==> src/rtl/load_store_unit.sv <==
// Load/store unit: one request at a time, effective address base + sext(offset),
// single-cycle memory issue. Optional range check enabled by LSU_RANGE_CHECK_EN.
`timescale 1ns/1ps
module load_store_unit #(
    parameter int unsigned ADDR_W = 10,
    parameter int unsigned DEPTH  = 31
) (
    input  logic              clock,
    input  logic              reset,
    input  logic              req_valid,
    output logic              req_ready,
    input  logic              req_write,
    input  logic [31:0]       req_base,
    input  logic [15:0]       req_offset,
    input  logic [31:0]       req_wdata,
    output logic              resp_valid,
    input  logic              resp_ready,
    output logic [31:0]       resp_rdata,
    output logic              resp_fault,
    output logic [ADDR_W-1:0] mem_addr,
    output logic [31:0]       mem_wdata,
    output logic              mem_we,
    output logic              mem_re,
    input  logic [31:0]       mem_rdata
);

    typedef enum logic [1:0] {StIdle, StIssue, StResp} state_e;

    state_e              state_q, state_d;
    logic                write_q, write_d;
    logic                req_ready_q, req_ready_d;
    logic                resp_valid_q, resp_valid_d;
    logic                resp_fault_q, resp_fault_d;
    logic [31:0]         resp_rdata_q, resp_rdata_d;
    logic [ADDR_W-1:0]   mem_addr_q, mem_addr_d;
    logic [31:0]         mem_wdata_q, mem_wdata_d;
    logic                mem_we_q, mem_we_d;
    logic                mem_re_q, mem_re_d;

    logic [31:0] ea;
    logic        ea_in_depth;
    logic        in_range;

    assign ea          = req_base + {{16{req_offset[15]}}, req_offset};
    assign ea_in_depth = (ea < DEPTH);

`ifdef LSU_RANGE_CHECK_EN
    assign in_range = ea_in_depth;
`else
    // Without the check every request is issued; high address bits are dropped.
    logic unused_ea_in_depth;
    assign unused_ea_in_depth = ea_in_depth;
    assign in_range           = 1'b1;
`endif

    always_comb begin
        state_d      = state_q;
        write_d      = write_q;
        resp_valid_d = resp_valid_q;
        resp_fault_d = resp_fault_q;
        resp_rdata_d = resp_rdata_q;
        mem_addr_d   = mem_addr_q;
        mem_wdata_d  = mem_wdata_q;
        mem_we_d     = 1'b0;
        mem_re_d     = 1'b0;

        unique case (state_q)
            StIdle: begin
                if (req_valid) begin
                    write_d = req_write;
                    if (in_range) begin
                        state_d     = StIssue;
                        mem_addr_d  = ea[ADDR_W-1:0];
                        mem_wdata_d = req_wdata;
                        mem_we_d    = req_write;
                        mem_re_d    = !req_write;
                    end else begin
                        state_d      = StResp;
                        resp_valid_d = 1'b1;
                        resp_fault_d = 1'b1;
                        resp_rdata_d = '0;
                    end
                end
            end
            StIssue: begin
                // Memory responded on the falling edge inside this cycle.
                state_d      = StResp;
                resp_valid_d = 1'b1;
                resp_fault_d = 1'b0;
                resp_rdata_d = write_q ? 32'h0 : mem_rdata;
            end
            StResp: begin
                if (resp_ready) begin
                    state_d      = StIdle;
                    resp_valid_d = 1'b0;
                    resp_fault_d = 1'b0;
                end
            end
            default: state_d = StIdle;
        endcase

        req_ready_d = (state_d == StIdle);
    end

    always_ff @(posedge clock or posedge reset) begin
        if (reset) begin
            state_q      <= StIdle;
            write_q      <= 1'b0;
            req_ready_q  <= 1'b1;
            resp_valid_q <= 1'b0;
            resp_fault_q <= 1'b0;
            resp_rdata_q <= '0;
            mem_addr_q   <= '0;
            mem_wdata_q  <= '0;
            mem_we_q     <= 1'b0;
            mem_re_q     <= 1'b0;
        end else begin
            state_q      <= state_d;
            write_q      <= write_d;
            req_ready_q  <= req_ready_d;
            resp_valid_q <= resp_valid_d;
            resp_fault_q <= resp_fault_d;
            resp_rdata_q <= resp_rdata_d;
            mem_addr_q   <= mem_addr_d;
            mem_wdata_q  <= mem_wdata_d;
            mem_we_q     <= mem_we_d;
            mem_re_q     <= mem_re_d;
        end
    end

    assign req_ready  = req_ready_q;
    assign resp_valid = resp_valid_q;
    assign resp_fault = resp_fault_q;
    assign resp_rdata = resp_rdata_q;
    assign mem_addr   = mem_addr_q;
    assign mem_wdata  = mem_wdata_q;
    assign mem_we     = mem_we_q;
    assign mem_re     = mem_re_q;

endmodule
==> config.mk <==
export PLATFORM = sky130hd
export DESIGN_NAME = load_store_unit
export DESIGN_NICKNAME = d
export VERILOG_FILES = /design/src/rtl/load_store_unit.sv
export SDC_FILE = /design/constraint.sdc
export NUM_CORES = 1
export LEC_CHECK = 0
export ABC_AREA = 0
export CAP_MARGIN = 20
export CORE_AREA = 4 4 75 129
export CTS_CLUSTER_SIZE = 30
export DETAILED_ROUTE_END_ITERATION = 6
export DIE_AREA = 0 0 79 133
export MAX_ROUTING_LAYER = met4
export PLACE_DENSITY = 0.84
export SYNTH_ARGS = -nofsm -noshare
export SYNTH_HDL_FRONTEND = slang
export SYNTH_SLANG_ARGS = --single-unit
==> constraint.sdc <==
create_clock -name clock -period 4.3 [get_ports clock]
set_clock_uncertainty 0.2 [all_clocks]
set_input_delay 0.645 -clock clock [delete_from_list [all_inputs] [get_ports clock]]
set_output_delay 0.645 -clock clock [all_outputs]
set_load 0.01 [all_outputs]
Word-level counts from Yosys, hierarchy flattened
Cells that the tools add are included.
{"block": "op_classes", "addsub": 1, "n_eq_ne": 3, "muxes": 11, "reduce_logical": 6}
{"cell": "$mux 32", "n": 1}
{"cell": "$add 10x10->10", "n": 1}
{"cell": "$pmux 2 s3", "n": 1}
{"cell": "$mux 1", "n": 5}
{"cell": "$logic_not 2->1", "n": 2}
{"cell": "$mux 2", "n": 2}
{"cell": "$pmux 1 s2", "n": 2}
{"cell": "$reduce_and 2->1", "n": 2}
{"cell": "$eq 2x1->1 const B", "n": 1}
{"cell": "$eq 2x2->1 const B", "n": 1}
{"cell": "$ne 2x2->1 const B", "n": 1}
{"cell": "$reduce_bool 2->1", "n": 1}
{"cell": "$logic_not 1->1", "n": 1}
{"block": "word_totals", "ff_bits": 82, "input_bits": 117, "output_inout_bits": 79, "wordCells": 31}

Longest topological paths before layout
Gate-level depths: netlist of the first run.
{"block": "depth", "depth_word": 3, "ltp_mapped": 8}

Worst setup path after synthesis of the first run
No wires, ideal clock.
{"block": "synth_timing", "path_type": "in2reg", "startpoint": "input port req_base[0]", "endpoint": "register mem_addr_q[8] (netlist: mem_addr[8])", "setup_time_ps": 135, "arrival_ps": 1902, "t_required_ps": 3965, "setup_slack_ps": 2064, "cell_stages": 8, "n_path_buf": 0, "path_cell_list": "ha_1 > inv_1 > fa_1 > nor2b_4 > o31ai_2 > a21oi_1 > mux2i_1 > o311ai_1"}
{"block": "synth_between", "elab_chain_len": 1}
{"element": "start: declaration", "line": "13", "rtl": "input logic [31:0] req_base,"}
{"element": "$add 10x10->10", "line": "44", "rtl": "assign ea = req_base + {{16{req_offset[15]}}, req_offset};"}
{"element": "end signal: assignment", "line": "124", "rtl": "mem_addr_q <= mem_addr_d;"}
{"element": "end: declaration", "line": "35", "rtl": "logic [ADDR_W-1:0] mem_addr_q, mem_addr_d;"}
No other way between the ends.
A chain may end at the register's enable or synchronous reset.

Worst setup path after layout of the first run
{"block": "layout_timing", "startpoint": "input port req_valid", "endpoint": "register mem_addr_q[7] (netlist: mem_addr[7])"}
{"block": "layout_between", "elab_chain_len": 1}
{"element": "start: declaration", "line": "10", "rtl": "input logic req_valid,"}
{"element": "$reduce_and 2->1 (no line)"}
No other way between the ends.

==> results.md, run 1 <==
* DR iter-0 viols at 117
* Critical Path Sink Type: register
* Buf/Inv on CP at 2
* R2R depth at 6
* Vias in the first global route at 3,210
* Setup TNS at 0 ps
* Vias at 3,111
* Seq/Total Area, Yosys at 57.12%
* Top cells by instance count after synthesis: nand2_1, dfrtp_1, o21ai_0
* Fillers at 737
* CP peak stage delay at 470 ps
* Proportion of layout cells with a drive suffix above 1 at 4.587%
* H-tree levels at 3
* Worst-path clk slew at 60 ps
* Slowest CP cell: clkdlybuf4s50_1
* Top-area cell type share of the netlist area at 56.38%
* Die width at 79 um
* Clock Path Buffers at 2
* Initial Utilization at 40.95%
* Core area at 8671 um2
* Status: complete, no violations
* Post-route insts no fill at 662
* Setup Viol. Count Final at 0
* Final hold vios at 0
* RSZ-0062 raised after global routing: false
* TritonCTS clock tree: done
* Port bufs at 166
* P_leak at 2.563 nW
* Mapped Cells at 381
* Crit Path Class: in2reg
* Tcrit/Tclk final at 60.18%
* Root Buffer: clkbuf_16
* Count leader, synth: nand2_1
* Drt via density at 4.699
* Tot Pwr at 3.701 mW
* Row cnt at 45
* Critical-path cell list: clkdlybuf4s50_1, nand2_4, inv_2, and3_1, mux2i_1, o311ai_1
* Antenna Diode Count at 0
* Residual DRC at 0
* Worst slew pin tran at 986.3 ps
* Post-synthesis average cell area at 9.320 um2
* Num ports at 196
* Synthesized net count at 508
* FF/Latch Area at 2028 um2
* Hold Crit Class: reg2reg
* Ys async rst share at 100.0%
* Hold_buf cts at 0
* Area Growth Syn to Fin at 56.45%
* Register bit total from synthesis at 81
* VDD IR max at 0.3774 mV
* Startpoint Class: input pin
* Rel. slew slack at 34.25%
* Synth top area cells: dfrtp_1, nand2_1, nand2b_1
* Number of flops mapped to enable cells by yosys at 0
* Final ANT Viol Nets at 0
* DIE AREA at 10,510 um2
* Post-CTS Setup Bufs at 0
* Arrival time worst endpoint at 2580 ps
* Cell depth of the worst min-delay path at 2
* Inserted Clock Buffers at 9
* Yosys top cell by area: dfrtp_1
* Pwr dens at 666.2 nW/um2
* Routability cong. at 0.7360
* Post-cts resize count at 0
* Dpl cell area at 5276 um2
* Fin. max-slew vios at 0
* Data required, critical path at 4290 ps
* Global-route usage over all layers at 19.45%
* Pre-antenna DRT Iters at 6
* First-pass GRT wire length at 15.49 mm
* Clk sinks at 81
* Cell family with most CP delay: buffers and inverters
* Cell area after layout at 5555 um2
* Final #Nets at 667
* Wire per inst at 14.47 um
* Critical path depth at 6
* Clock period minus final worst setup slack at 2588 ps
* Predominant post-synthesis flop cell: dfrtp_1
* F_max at 0.3864 GHz
* Final WL at 9.580 mm
* Worst skew pair latency at 320 ps
* Initial antenna violation count at 0
* Die Ht at 133 um
* Total of max-cap violations at 0
* CP Max Fanout at 54
* # placed instances at 645
* Netlist cell types at 32
* Multi-input gate area at 1409 um2
* Total congestion overflow at 0
* Post-Syn Area at 3551 um2
* Synthesis Warnings at 0
* DP Wirelength at 7.146 mm
* Largest net degree at the start of global routing at 66
-- layout make-up --
type	instances	area share (%)
Clock inverter	4	0.4054
Clock buffer	12	4.257
Timing Repair Buffer	168	30.41
Sequential cell	81	36.51
Inverter	6	0.4279
Multi-Input combinational cell	274	25.36
Tap cell	117	2.635
-- worst register-to-register path: stages, from the launching register on --
cell,delay (ps)
dfrtp_1,430
nor2_2,210
nand2_4,360
inv_2,640
and3_1,260
mux2i_1,70
o311ai_1,90
-- layout by cell type (no fill, tap or decap), types with 4 or more instances in the layout --
| cell | instances |
|---|---|
| inv_1 | 4 |
| and3_1 | 4 |
| nand2b_1 | 34 |
| nor2_1 | 5 |
| dfrtp_1 | 80 |
| o21ai_0 | 41 |
| a21oi_1 | 9 |
| nand2_1 | 145 |
| clkdlybuf4s50_1 | 166 |
| clkinv_2 | 4 |
| clkbuf_16 | 9 |
| ha_1 | 9 |
-- kinds of logic (layout without fill, tap and decap cells) --
| kind of cell | Yosys count | count (layout) | share of synthesized area, % |
|---|---|---|---|
| AO/OA/AOI/OAI | 58 | 58 | 9.056 |
| other | 1 | 1 | 0.1056 |
| multiplexers | 4 | 4 | 1.163 |
| flip-flops | 81 | 81 | 57.12 |
| XOR/XNOR | 6 | 6 | 1.480 |
| AND/OR/NAND/NOR | 195 | 195 | 24.07 |
| buffers and inverters | 26 | 190 | 3.277 |
| adder cells (fa/ha/maj) | 10 | 10 | 3.735 |
-- final timing paths --
check / startpoint / end / slack [ps]
hold reg to reg: mem_wdata[12] / mem_wdata[12] / 270
min in group asynchronous: reset / mem_wdata[9] / 400
hold / removal: mem_wdata[12] / mem_wdata[12] / 270
setup / recovery: req_valid / mem_addr[7] / 1710
setup reg to reg: state_q[0] / mem_addr[7] / 1940
max in group asynchronous: reset / req_ready / 2530
-- stage by stage --
stage	setup WS (ps)	utilization [%]	hold slack (ps)
floorplan	1377	-	272.3
global placement	1418	60.85	257.2
detailed placement	1347	60.85	262.6
CTS	1693	63.84	281.0
global route	1535	64.07	303.0
finish	1712	64.07	274.5
-- per-layer routing --
layer / GRT usage (%) / wire length [um]
met4: 7.839 / 272
met3: 4.223 / 562
met1: 21.31 / 3660
met5: - / 0
met2: 33.68 / 5085
-- state kept, by name (all words and copies together) (netlist names) --
name and flops:
state_q 2, mem_wdata 32, mem_addr 10, resp_rdata 32
resp_valid 1, mem_re 1, req_ready 1, write_q 1
mem_we 1
-- where the power goes --
group          switching [mW]  total, mW  internal, mW  leakage, nW
Sequential              0.225       1.36          1.14         1.02
Combinational           0.757       1.66         0.907         1.42
Clock                   0.286      0.674         0.388        0.126
Total                    1.27       3.70          2.43         2.56
Power figures use the tool's default switching activity.
==> run 2: changes to the inputs <==
Settings changed: CORE_AREA 4 4 75 129 to 4 4 82 141, DIE_AREA 0 0 79 133 to 0 0 86 145, PLACE_DENSITY 0.84 to 0.75.
Clock period 4.3 ns to 2.18 ns, I/O delays scaled along.
==> run 2 against run 1 <==
  * Core utilization down 8.6 points
  * First-iteration DRC count fell by 24%
  * Critical path type unchanged
  * Worst hold slack got worse by 110 ps
  * Via count is 3.0% higher
  * Clock power increased by 130%
  * Final area rose by 3.5%
  * Largest power group unchanged
  * Setup slack lost 1500 ps
  * Highest routed layer unchanged
==> results.md, run 2 (synthesis gave the netlist of run 1 again) <==
* DP Wirelength at 7.578 mm
* Largest net degree at the start of global routing at 66
* Clk sinks at 81
* Final WL at 9.706 mm
* Hold Crit Class: in2reg
* Wire per inst at 14.13 um
* Worst-path clk slew at 60 ps
* Cell family with most CP delay: buffers and inverters
* First-pass GRT wire length at 15.70 mm
* Core area at 10,360 um2
* Worst skew pair latency at 320 ps
* Area Growth Syn to Fin at 61.98%
* Flop pwr share at 35.3%
* DIE AREA at 12,470 um2
* Status: complete, no violations
* DR iter-0 viols at 89
* Most common cell after layout, fill and taps aside: clkdlybuf4s50_1
* CP Max Fanout at 2
* Crit Path Class: in2reg
* Pwr dens at 1324 nW/um2
* Commonest non-fill, non-tap cells in the layout: clkdlybuf4s50_1, nand2_1, dfrtp_1, o21ai_0, nand2b_1
* Pre-antenna DRT Iters at 4
* Setup TNS at 0 ps
* TritonCTS clock tree: done
* Clock period minus final worst setup slack at 2017 ps
* Tcrit/Tclk final at 92.54%
* Die width at 86 um
* H-tree levels at 3
* WHS at 164.6 ps
* Post-route insts no fill at 687
* Critical Path Sink Type: register
* # placed instances at 671
* Initial Utilization at 34.27%
* Switching power as a share of total power at 33.07%
* Data required, critical path at 2170 ps
* Root Buffer: clkbuf_16
* Clock Power Share at 20.5%
* Proportion of layout cells with a drive suffix above 1 at 8.214%
* Slowest CP cell: clkdlybuf4s50_1
* Final ANT Viol Nets at 0
* Vias in the first global route at 3,314
* Layout Utilization at 55.51%
* Logic gate share of total power at 44.2%
* Inserted Clock Buffers at 9
* Arrival time worst endpoint at 2010 ps
* Rel. slew slack at 49.26%
* Vias at 3,205
* Port bufs at 166
* Row cnt at 49
* Clock Path Buffers at 2
* Fin. max-slew vios at 0
* Worst slew pin tran at 761.0 ps
* Total of max-cap violations at 0
* Total congestion overflow at 0
* Residual DRC at 0
* Startpoint Class: input pin
* CP peak stage delay at 490 ps
* F_max at 0.4957 GHz
* Global-route usage over all layers at 16.15%
* Final hold vios at 0
* Num ports at 196
* P_leak at 2.669 nW
* Routability cong. at 0.8485
* Drt via density at 4.665
* VDD IR max at 0.6809 mV
* Critical-path cell list: clkdlybuf4s50_1, inv_1, fa_2, nor2b_4, o31ai_4, a21oi_2, mux2i_1, o311ai_1
* Tot Pwr at 7.613 mW
* Int Pwr at 5.095 mW
* Buf/Inv on CP at 2
* Antenna Diode Count at 0
* Setup Viol. Count Final at 0
* Initial antenna violation count at 0
* RSZ-0062 raised after global routing: false
* Final #Nets at 683
* Die Ht at 145 um
* Sw Pwr at 2.518 mW
[run 2: changes by cell type in the layout (fill, tap and decap cells not counted), sizes merged]
cell,delta
clkbuf,-2
clkinvlp,+1
bufinv,+2
buf,+16
dlymetal6s2s,+2
clkinv,-2
clkdlybuf4s50,-2
[run 2: worst reg2reg max path, stage by stage (launching register included)]
cell     delay [ps]
dfrtp_1         400
nor2_2          230
nand2_4         110
inv_2           170
buf_4           280
nand2_1         100
nand2_1          60
[run 2: layer usage]
layer / GRT usage, % / up-vias / part of all wire (%) / wire length (um)
met5: - / - / 0 / 0
met4: 6.339 / 0 / 2.4 / 230
met3: 3.687 / 22 / 6.7 / 653
met2: 27.74 / 122 / 53 / 5135
met1: 17.73 / 1502 / 38 / 3687
li1: - / 1559 / - / -
[run 2: area by class of cell]
cell class / instances / area, um2
Sequential cell: 81 / 2028
Clock buffer: 10 / 229.0
Inverter: 6 / 26.28
Tap cell: 127 / 158.9
Multi-Input combinational cell: 274 / 1426
Timing Repair Buffer: 184 / 1802
Clock inverter: 5 / 81.33
Fill cell: 929 / 4609
[run 2: per-stage QoR]
step | area, um2 | setup WS [ps]
floorplan | 3555 | 261.6
global placement | 5411 | -292.0
detailed placement | 5411 | -353.6
CTS | 5728 | 77.18
global route | 5752 | 79.54
finish | 5752 | 162.6
[run 2: path summary, 6_finish.rpt]
kind                                from       endpoint  slack, ps  cells after the start
setup / recovery           req_offset[1]    mem_addr[8]        160                      8
hold / removal               req_base[0]    mem_addr[0]        160                      4
setup reg to reg              state_q[1]  mem_wdata[16]        570                      6
hold reg to reg            mem_wdata[23]  mem_wdata[23]        270                      2
max in group asynchronous          reset      req_ready       1100                      3
min in group asynchronous          reset  mem_wdata[12]        300                      3
[run 2: power by group through the flow]
stage | logic (mW) | registers (mW) | clock network [mW]
2_1_floorplan | 1.15 | 2.98 | 0
3_3_place_gp | 3.33 | 2.68 | 0
3_5_place_dp | 3.41 | 2.72 | 0
4_1_cts | 3.43 | 2.70 | 1.60
5_1_grt | 3.68 | 2.81 | 1.67
6_report | 3.37 | 2.69 | 1.56
[run 2: timing repair]
| action | CTS | global route |
|---|---|---|
| buffers inserted | 0 | 1 |
| pin swaps | 0 | 4 |
| hold buffers | 0 | 0 |
| setup endpoints to repair | 1 | 1 |
| resized for setup | 2 | 5 |
==> run 3: changes to the inputs <==
Settings changed: ABC_CLOCK_PERIOD_IN_PS from default to 2180.
==> results of run 3 <==
The final DEF is identical to that of run 2; final timing and power are the same.
